--- src/rtl/mac4_row_accumulator.sv ---
// Row accumulator behind the 4-lane Q4.12 MAC stage. It sums a row bias and
// num_chunks partial sums, then presents the Q4.12-saturated result on valid/ready.
module mac4_row_accumulator #(
  parameter int DATA_WIDTH = 16,
  parameter int ACC_WIDTH  = 24,
  parameter int CNT_WIDTH  = 8
) (
  input  logic                  clk,
  input  logic                  rst,
  input  logic                  start,
  input  logic [CNT_WIDTH-1:0]  num_chunks,
  input  logic [DATA_WIDTH-1:0] bias,
  input  logic                  psum_valid,
  output logic                  psum_ready,
  input  logic [DATA_WIDTH-1:0] psum,
  output logic                  out_valid,
  input  logic                  out_ready,
  output logic [DATA_WIDTH-1:0] out_data,
  output logic                  out_sat,
  output logic                  busy
);

  typedef enum logic [1:0] {
    ST_IDLE  = 2'd0,
    ST_ACCUM = 2'd1,
    ST_DONE  = 2'd2
  } state_t;

  localparam logic [DATA_WIDTH-1:0] SAT_MAX = {1'b0, {(DATA_WIDTH-1){1'b1}}};
  localparam logic [DATA_WIDTH-1:0] SAT_MIN = {1'b1, {(DATA_WIDTH-1){1'b0}}};
  localparam logic [CNT_WIDTH-1:0]  CNT_ZERO = {CNT_WIDTH{1'b0}};
  localparam logic [CNT_WIDTH-1:0]  CNT_ONE  = {{(CNT_WIDTH-1){1'b0}}, 1'b1};

  // Returns {clipped, value}; the sum fits Q4.12 when every bit above the
  // result sign bit matches the accumulator sign.
  function automatic logic [DATA_WIDTH:0] saturate(input logic [ACC_WIDTH-1:0] a);
    logic [DATA_WIDTH:0] r;
    if (a[ACC_WIDTH-1:DATA_WIDTH-1] == {(ACC_WIDTH-DATA_WIDTH+1){a[ACC_WIDTH-1]}}) begin
      r = {1'b0, a[DATA_WIDTH-1:0]};
    end else if (a[ACC_WIDTH-1]) begin
      r = {1'b1, SAT_MIN};
    end else begin
      r = {1'b1, SAT_MAX};
    end
    return r;
  endfunction

  state_t                  state_q, state_d;
  logic [ACC_WIDTH-1:0]    acc_q, acc_d;
  logic [CNT_WIDTH-1:0]    count_q, count_d;
  logic [DATA_WIDTH-1:0]   out_data_q, out_data_d;
  logic                    out_sat_q, out_sat_d;
  logic [ACC_WIDTH-1:0]    sum_s;
  logic [DATA_WIDTH:0]     sat_s;

  assign sum_s = acc_q + {{(ACC_WIDTH-DATA_WIDTH){psum[DATA_WIDTH-1]}}, psum};
  assign sat_s = saturate(sum_s);

  // Next-state and datapath update for the row sequencer.
  always_comb begin
    state_d    = state_q;
    acc_d      = acc_q;
    count_d    = count_q;
    out_data_d = out_data_q;
    out_sat_d  = out_sat_q;
    case (state_q)
      ST_IDLE: begin
        if (start) begin
          acc_d   = {{(ACC_WIDTH-DATA_WIDTH){bias[DATA_WIDTH-1]}}, bias};
          count_d = num_chunks;
          if (num_chunks == CNT_ZERO) begin
            state_d    = ST_DONE;
            out_data_d = bias;
            out_sat_d  = 1'b0;
          end else begin
            state_d = ST_ACCUM;
          end
        end else begin
          state_d = ST_IDLE;
        end
      end
      ST_ACCUM: begin
        if (psum_valid) begin
          acc_d   = sum_s;
          count_d = count_q - CNT_ONE;
          if (count_q == CNT_ONE) begin
            state_d    = ST_DONE;
            out_data_d = sat_s[DATA_WIDTH-1:0];
            out_sat_d  = sat_s[DATA_WIDTH];
          end else begin
            state_d = ST_ACCUM;
          end
        end else begin
          state_d = ST_ACCUM;
        end
      end
      ST_DONE: begin
        if (out_ready) begin
          state_d   = ST_IDLE;
          out_sat_d = 1'b0;
        end else begin
          state_d = ST_DONE;
        end
      end
      default: begin
        state_d = ST_IDLE;
      end
    endcase
  end

  // State, accumulator and result registers.
  always_ff @(posedge clk or posedge rst) begin
    if (rst) begin
      state_q    <= ST_IDLE;
      acc_q      <= {ACC_WIDTH{1'b0}};
      count_q    <= {CNT_WIDTH{1'b0}};
      out_data_q <= {DATA_WIDTH{1'b0}};
      out_sat_q  <= 1'b0;
    end else begin
      state_q    <= state_d;
      acc_q      <= acc_d;
      count_q    <= count_d;
      out_data_q <= out_data_d;
      out_sat_q  <= out_sat_d;
    end
  end

  assign psum_ready = (state_q == ST_ACCUM);
  assign out_valid  = (state_q == ST_DONE);
  assign busy       = (state_q != ST_IDLE);
  assign out_data   = out_data_q;
  assign out_sat    = out_sat_q;

endmodule

--- config.mk ---
export PLATFORM = sky130hd
export DESIGN_NAME = mac4_row_accumulator
export DESIGN_NICKNAME = d
export VERILOG_FILES = /design/src/rtl/mac4_row_accumulator.sv
export SDC_FILE = /design/constraint.sdc
export NUM_CORES = 1
export LEC_CHECK = 0
export CORE_ASPECT_RATIO = 0.8
export CORE_MARGIN = 10
export CORE_UTILIZATION = 55
export CTS_BUF_LIST = sky130_fd_sc_hd__clkbuf_8
export CTS_CLUSTER_DIAMETER = 40
export CTS_CLUSTER_SIZE = 12
export DETAILED_ROUTE_END_ITERATION = 8
export PLACE_DENSITY = 0.82
export SLEW_MARGIN = 20
export SYNTH_ARGS = -nofsm -noshare
export SYNTH_HDL_FRONTEND = slang
export SYNTH_SLANG_ARGS = --single-unit
--- constraint.sdc ---
create_clock -name clk -period 3.3 [get_ports clk]
set_input_delay 0.495 -clock clk [delete_from_list [all_inputs] [get_ports clk]]
set_output_delay 0.495 -clock clk [all_outputs]
set_load 0.02 [all_outputs]
==> results of run 1 <==
[worst max-delay path, cell delays in order]
cell             delay (ns)
clkdlybuf4s50_1        0.44
ha_4                   0.30
nand4_1                0.20
a211oi_4               0.34
nor2_2                 0.08
o211ai_1               0.21
xor2_1                 0.14
or3_4                  0.41
nor4_4                 0.26
a2bb2oi_2              0.14
buf_6                  0.16
o2111ai_1              0.24
o21a_1                 0.19
[cells in the mapped netlist (5+ instances only)]
cell | instances | area (sq um)
a211oi_1 | 5 | 37.5
a21o_1 | 6 | 45.0
a21oi_1 | 47 | 235
a31oi_1 | 17 | 106
and3_1 | 5 | 31.3
buf_2 | 6 | 30.0
clkbuf_1 | 18 | 67.6
dfrtp_1 | 51 | 1280
ha_1 | 25 | 313
inv_1 | 13 | 48.8
nand2_1 | 71 | 267
nand2b_1 | 8 | 50.1
nand3_1 | 8 | 40.0
nor2_1 | 43 | 161
nor3_1 | 7 | 35.0
nor4_1 | 5 | 31.3
o2111ai_1 | 12 | 105
o211ai_1 | 8 | 60.1
o21a_1 | 11 | 82.6
o21ai_0 | 35 | 175
o21bai_1 | 5 | 37.5
xnor2_1 | 13 | 114
xor2_1 | 6 | 52.6
[per-layer routing]
| metal | up-vias | share of wire, % | global-route usage [%] |
|---|---|---|---|
| met3 | 27 | 9.7 | 4.56 |
| met1 | 1995 | 42 | 30.3 |
| met5 | - | 0 | 0 |
| met2 | 227 | 46 | 36.5 |
| met4 | 0 | 2.1 | 7.59 |
| li1 | 1962 | - | - |
[flip-flops by register name, summed over array words and instances (netlist names)]
register  cells
state_q       2
count_q       8
out_sat       1
out_data     16
acc_q        24
[final timing paths]
kind	startpoint	end	slack, ns
hold reg to reg	out_sat$_DFFE_PP0P_	out_sat$_DFFE_PP0P_	0.48
min in group asynchronous	rst	out_data[4]$_DFFE_PP0P_	0.64
setup / recovery	psum[9]	out_data[10]$_DFFE_PP0P_	-0.05
hold / removal	out_sat$_DFFE_PP0P_	out_sat$_DFFE_PP0P_	0.48
max in group asynchronous	rst	acc_q[11]$_DFFE_PP0P_	2.13
setup reg to reg	acc_q[0]$_DFFE_PP0P_	out_data[10]$_DFFE_PP0P_	-0.03
[area by class of cell]
class	count	area, sq um
sequential	51	1280
tap	87	109
fill	439	1310
inverter	13	50.0
clock inverter	3	20.0
timing repair buffer	140	1250
multi-input combinational	383	2710
clock buffer	5	68.8
[kinds of logic (layout without fill, tap and decap cells)]
kind of cell	after synthesis	after routing
xor+xnor	19	19
simple gates	170	170
mux	2	2
flops	51	51
buf+inv	40	161
fa+ha+maj	26	26
compound gates	166	166
[report_power, final]
part	switching (mW)	internal (mW)	total, mW
registers	0.281	0.913	1.19
logic	2.34	2.04	4.38
clock network	0.229	0.150	0.379
total	2.85	3.10	5.95
[what timing repair did]
| action | in CTS | in global routing |
|---|---|---|
| pin swaps | 24 | 21 |
| setup endpoints to repair | 16 | 16 |
| gates resized for setup | 39 | 28 |
| cloned | 0 | 0 |
| setup buffers | 4 | 3 |
[through the flow]
stage	instances	utilization [%]
after global placement	667	73.2
final	682	80.7
after CTS	679	78.1
after floorplan	474	-
after detailed placement	667	73.2
after global routing	682	80.7
==> flow_summary.toml, run 1 <==
[outcome]
status = "finished, violations left"
violations = "setup timing"

[setup_path]
critPathMaxFanout = 7
startpoint_type = "input port"
crit_type = "in2reg"
rr_worst_depth = 14
crit_arrival_ns = 3.61
cp-end-kind = "register"
cp.required_ns = 3.56

[final_layout]
synthToLayoutAreaGrowth_pct = 44.2
layout-drive-gt1-share_pct = 23.4
final_cell_mix = "71 x nand2_1, 71 x buf_4, 55 x clkdlybuf4s50_1"
nNetsFinal = 665
antenna_cells = 0
fin_area_sq_um = 5480

[timing]
fin_ws_ns = -0.0519
drv_slew = 0
max_freq_mhz = 298
tightest_slew_ns = 0.887
finalCritPeriodShare_pct = 102
skew_ns = 0.00976
fin_crit_ns = 3.35
setup_viol = 3
rsz0062_at_grt = "yes"
hold_viol = 0
slew_headroom_pct = 40.8
whs_ns = 0.482
fin_setup_tns_ns = -0.108

[clock_tree]
cts-root-buf = "clkbuf_8"
cts_tree = "yes"
cts_max_level = 2
numCtsBuffers = 5
clock-sinks = 51
cts.reportedPaths.clkPinSlew_ns = 0.10
hold_buffers = 0
clk_path_buf_depth = 2
insertion_delay_ns = 0.32

[logic_synthesis]
muxShareOfSynthArea_pct = 0.527
ys.flop_type = "dfrtp_1"
syn_inst = 474
netlist_area_sq_um = 3800
syn_nets = 545
ys_async_sr_fraction_pct = 100
synth_seq_cells = 51
avgSynthCellArea_sq_um = 8.02
synthAdderAreaFrac_pct = 8.76
synth_top_family_by_area = "compound AO/OA/AOI/OAI gates"
synth_compound_area_share_pct = 27.6
yosys.area_share.simple_pct = 20.8
synth_seq_area_share_pct = 33.6
synth_edf_count = 0
synth-xor-area-share_pct = 4.38
synth-warning-count = 0
synth_cell_types = 51

[floorplanning]
coreArea_sq_um = 6790
io_pins = 65
row_count = 27
die_h_um = 94.4
die_w_um = 113
start_util_pct = 56.0
dieArea_sq_um = 10700

[run]
cap_violations = 0

[power]
vdd_ir_drop_max_v = 0.000599
p_total_mw = 5.95
powerDensity_nw_per_um2 = 1080
p_leak_nw = 2.32

[min_path]
holdCritPathClass = "reg2reg"
hold_depth = 2

[global_routing]
first_global_vias = 4012
grt_max_degree = 52
track_usage_pct = 22.8
grt_overflow = 0
antenna_found_initial = 0
grt_pass1_wl_um = 20000

[place]
dp_slack_ns = -0.792
place_area_sq_um = 4970
port_buffers = 64
post-dp-hpwl_um = 9380
gp_congestion = 0.964

[detailed_routing]
wl_per_cell_um = 19.1
drtAntennaViolNets = 0
drt-total-wl_um = 13000
drt_first_pass_iters = 6
vias = 4211
initialDrtViolationCount = 481
drcViolationCount = 0
routed_via_density = 6.17
(Power assumes the default switching activity.)
==> run 2, diff against run 1 <==
MAX_ROUTING_LAYER = met4   (was unset)
==> run 2 against run 1 <==
  * The run still ends with setup timing left
  * Largest cell class unchanged
  * Critical path depth rose by 1
  * First-iteration DRC count rose by 4.8%
  * Clock-buffer cell count did not move
  * Worst setup slack got worse by 0.023 ns
  * Global-route usage rose by 1.4 points
  * Register-to-register slack improved by 0.04 ns
  * Highest routed layer unchanged
  * Hold slack improved by 0.0050 ns
==> flow_summary.toml, run 2 (synthesis results as in run 1) <==
[setup_path]
critPathMaxFanout = 14
r2r_slack_ns = 0.01
startpoint_type = "input port"
crit_type = "in2reg"
crit_path_frequent_cell = "buf_6"
startpoint = "psum[10]"
cpLargestDelayFamily = "compound AO/OA/AOI/OAI gates"
rr_worst_depth = 13
rr_endpoint = "out_data[3]$_DFFE_PP0P_"
cp.required_ns = 3.56
crit_path_max_incr_delay_ns = 0.47
crit_path_cell_trace = "clkdlybuf4s50_1, ha_4, nand2_2, o21ai_2, nor2_4, buf_6, a21oi_4, xor2_1, or3_4, nor4_4, a2bb2oi_2, buf_6, o2111ai_1, o21a_1"
slowest_stage = "clkdlybuf4s50_1"
crit_arrival_ns = 3.63
rr_startpoint = "acc_q[6]$_DFFE_PP0P_"
cp_num_buf_inv = 3
cp-end-kind = "register"

[floorplanning]
die_h_um = 94.4
row_count = 27
dieArea_sq_um = 10700
die_w_um = 113
coreArea_sq_um = 6790
io_pins = 65
start_util_pct = 56.0

[timing]
drv_slew = 0
fin_crit_ns = 3.38
fin_ws_ns = -0.0754
fin_setup_tns_ns = -0.353
slew_headroom_pct = 41.1
hold_viol = 0
finalCritPeriodShare_pct = 102
max_freq_mhz = 296
setup_viol = 12
rsz0062_at_grt = "yes"
tightest_slew_ns = 0.884
skew_ns = 0.0132

[detailed_routing]
routed_via_density = 6.24
drcViolationCount = 0
drt_first_pass_iters = 5
initialDrtViolationCount = 504
wl_per_cell_um = 20.2
vias = 4284
drt-total-wl_um = 13800
drtAntennaViolNets = 0

[clock_tree]
cts-root-buf = "clkbuf_8"
numCtsBuffers = 5
insertion_delay_ns = 0.32
cts.reportedPaths.clkPinSlew_ns = 0.10
clk_path_buf_depth = 2
cts_tree = "yes"
cts_max_level = 2
clock-sinks = 51

[power]
p_seq_share_pct = 19.1
pwr-share-comb_pct = 73.8
powerDensity_nw_per_um2 = 1110
p_int_mw = 3.31
netSwitchingFraction_pct = 47.7
vdd_ir_drop_max_v = 0.000524
p_leak_nw = 2.38
clkPwrFrac_pct = 7.1
p_sw_mw = 3.02

[global_routing]
first_global_vias = 4097
track_usage_pct = 24.2
grt_pass1_wl_um = 20900
grt_overflow = 0
grt_max_degree = 52
antenna_found_initial = 0

[place]
post-dp-hpwl_um = 9390
port_buffers = 64
dp_slack_ns = -0.725
gp_congestion = 0.977

[outcome]
status = "finished, violations left"
violations = "setup timing"

[final_layout]
antenna_cells = 0
synthToLayoutAreaGrowth_pct = 49.6
final_cell_mix = "75 x buf_4, 69 x nand2_1, 50 x dfrtp_1, 50 x clkdlybuf4s50_1, 39 x nor2_1"
n_fill_cell = 386
layout-drive-gt1-share_pct = 26.4
final_util_pct = 83.7
top_register = "acc_q"
nNetsFinal = 669
largest_reg_flops = 24
layout_commonest_cell = "buf_4"

[run]
cap_violations = 0

[min_path]
min-delay-start = "acc_q[18]$_DFFE_PP0P_"
hold_end = "acc_q[18]$_DFFE_PP0P_"
holdCritPathClass = "reg2reg"
hold_depth = 2
## run 2: cell types whose count changed in the layout (fill, tap and decap cells not counted), moves of 3 or more
cell	previous run	this run
buf_4	71	75
o21ai_0	34	31
ha_4	10	15
nor2_2	5	2
a21oi_1	42	38
ha_1	12	7
clkdlybuf4s50_1	55	50
dlygate4sd2_1	4	9
## run 2: area by class of cell
type                            count  area [sq um]  share of cell area [%]
Multi-Input combinational cell    383          2860                    50.3
Timing Repair Buffer              144          1280                    22.5
Sequential cell                    51          1280                    22.5
Tap cell                           87           109                    1.91
Clock buffer                        5          68.8                    1.21
Inverter                           13          50.0                   0.880
Clock inverter                      3          42.5                   0.748
## run 2: worst max path at each step
stage / to / depth (start not counted)
floorplan: out_data[5]$_DFFE_PP0P_ / 13
global placement: out_data[0]$_DFFE_PP0P_ / 15
detailed placement: out_data[6]$_DFFE_PP0P_ / 15
CTS: out_data[1]$_DFFE_PP0P_ / 13
global route: out_data[3]$_DFFE_PP0P_ / 14
finish: out_data[13]$_DFFE_PP0P_ / 14
## run 2: metrics by stage
stage	cell area [sq um]	cells	power, mW	hold slack (ns)
finish	5690	686	6.33	0.487
detailed placement	4960	664	4.93	0.466
global route	5690	686	6.69	0.531
floorplan	3800	474	3.34	0.443
CTS	5340	680	5.70	0.487
global placement	4960	664	4.85	0.457
## run 2: worst reg2reg max path, delay by kind of cell, from the launching register on
kind | cells | cell delay (ns)
AOI/OAI and AO/OA | 6 | 1.16
and+or+nand+nor | 3 | 0.87
adders and majority gates | 1 | 0.25
buffers and inverters | 3 | 0.48
DFF | 1 | 0.46
## run 2: timing repair
| item | in CTS | in global routing |
|---|---|---|
| hold buffers | 0 | 0 |
| buffers inserted | 8 | 7 |
| pin swaps | 30 | 31 |
| resized for setup | 44 | 53 |
| endpoints found under the setup margin | 16 | 16 |
## run 2: power groups by stage
stage	clock network [mW]	logic, mW	registers (mW)
2_1_floorplan	0	2.18	1.16
6_report	0.449	4.67	1.21
3_3_place_gp	0	3.71	1.14
3_5_place_dp	0	3.78	1.15
4_1_cts	0.454	4.07	1.17
5_1_grt	0.475	4.98	1.23
## run 2: per-layer routing
| metal | routed length (um) | up-vias | global-route usage [%] |
|---|---|---|---|
| li1 | - | 1964 | - |
| met1 | 5900 | 2025 | 32.2 |
| met2 | 6640 | 261 | 38.0 |
| met3 | 1040 | 34 | 3.04 |
| met4 | 252 | 0 | 6.43 |
| met5 | 0 | - | - |
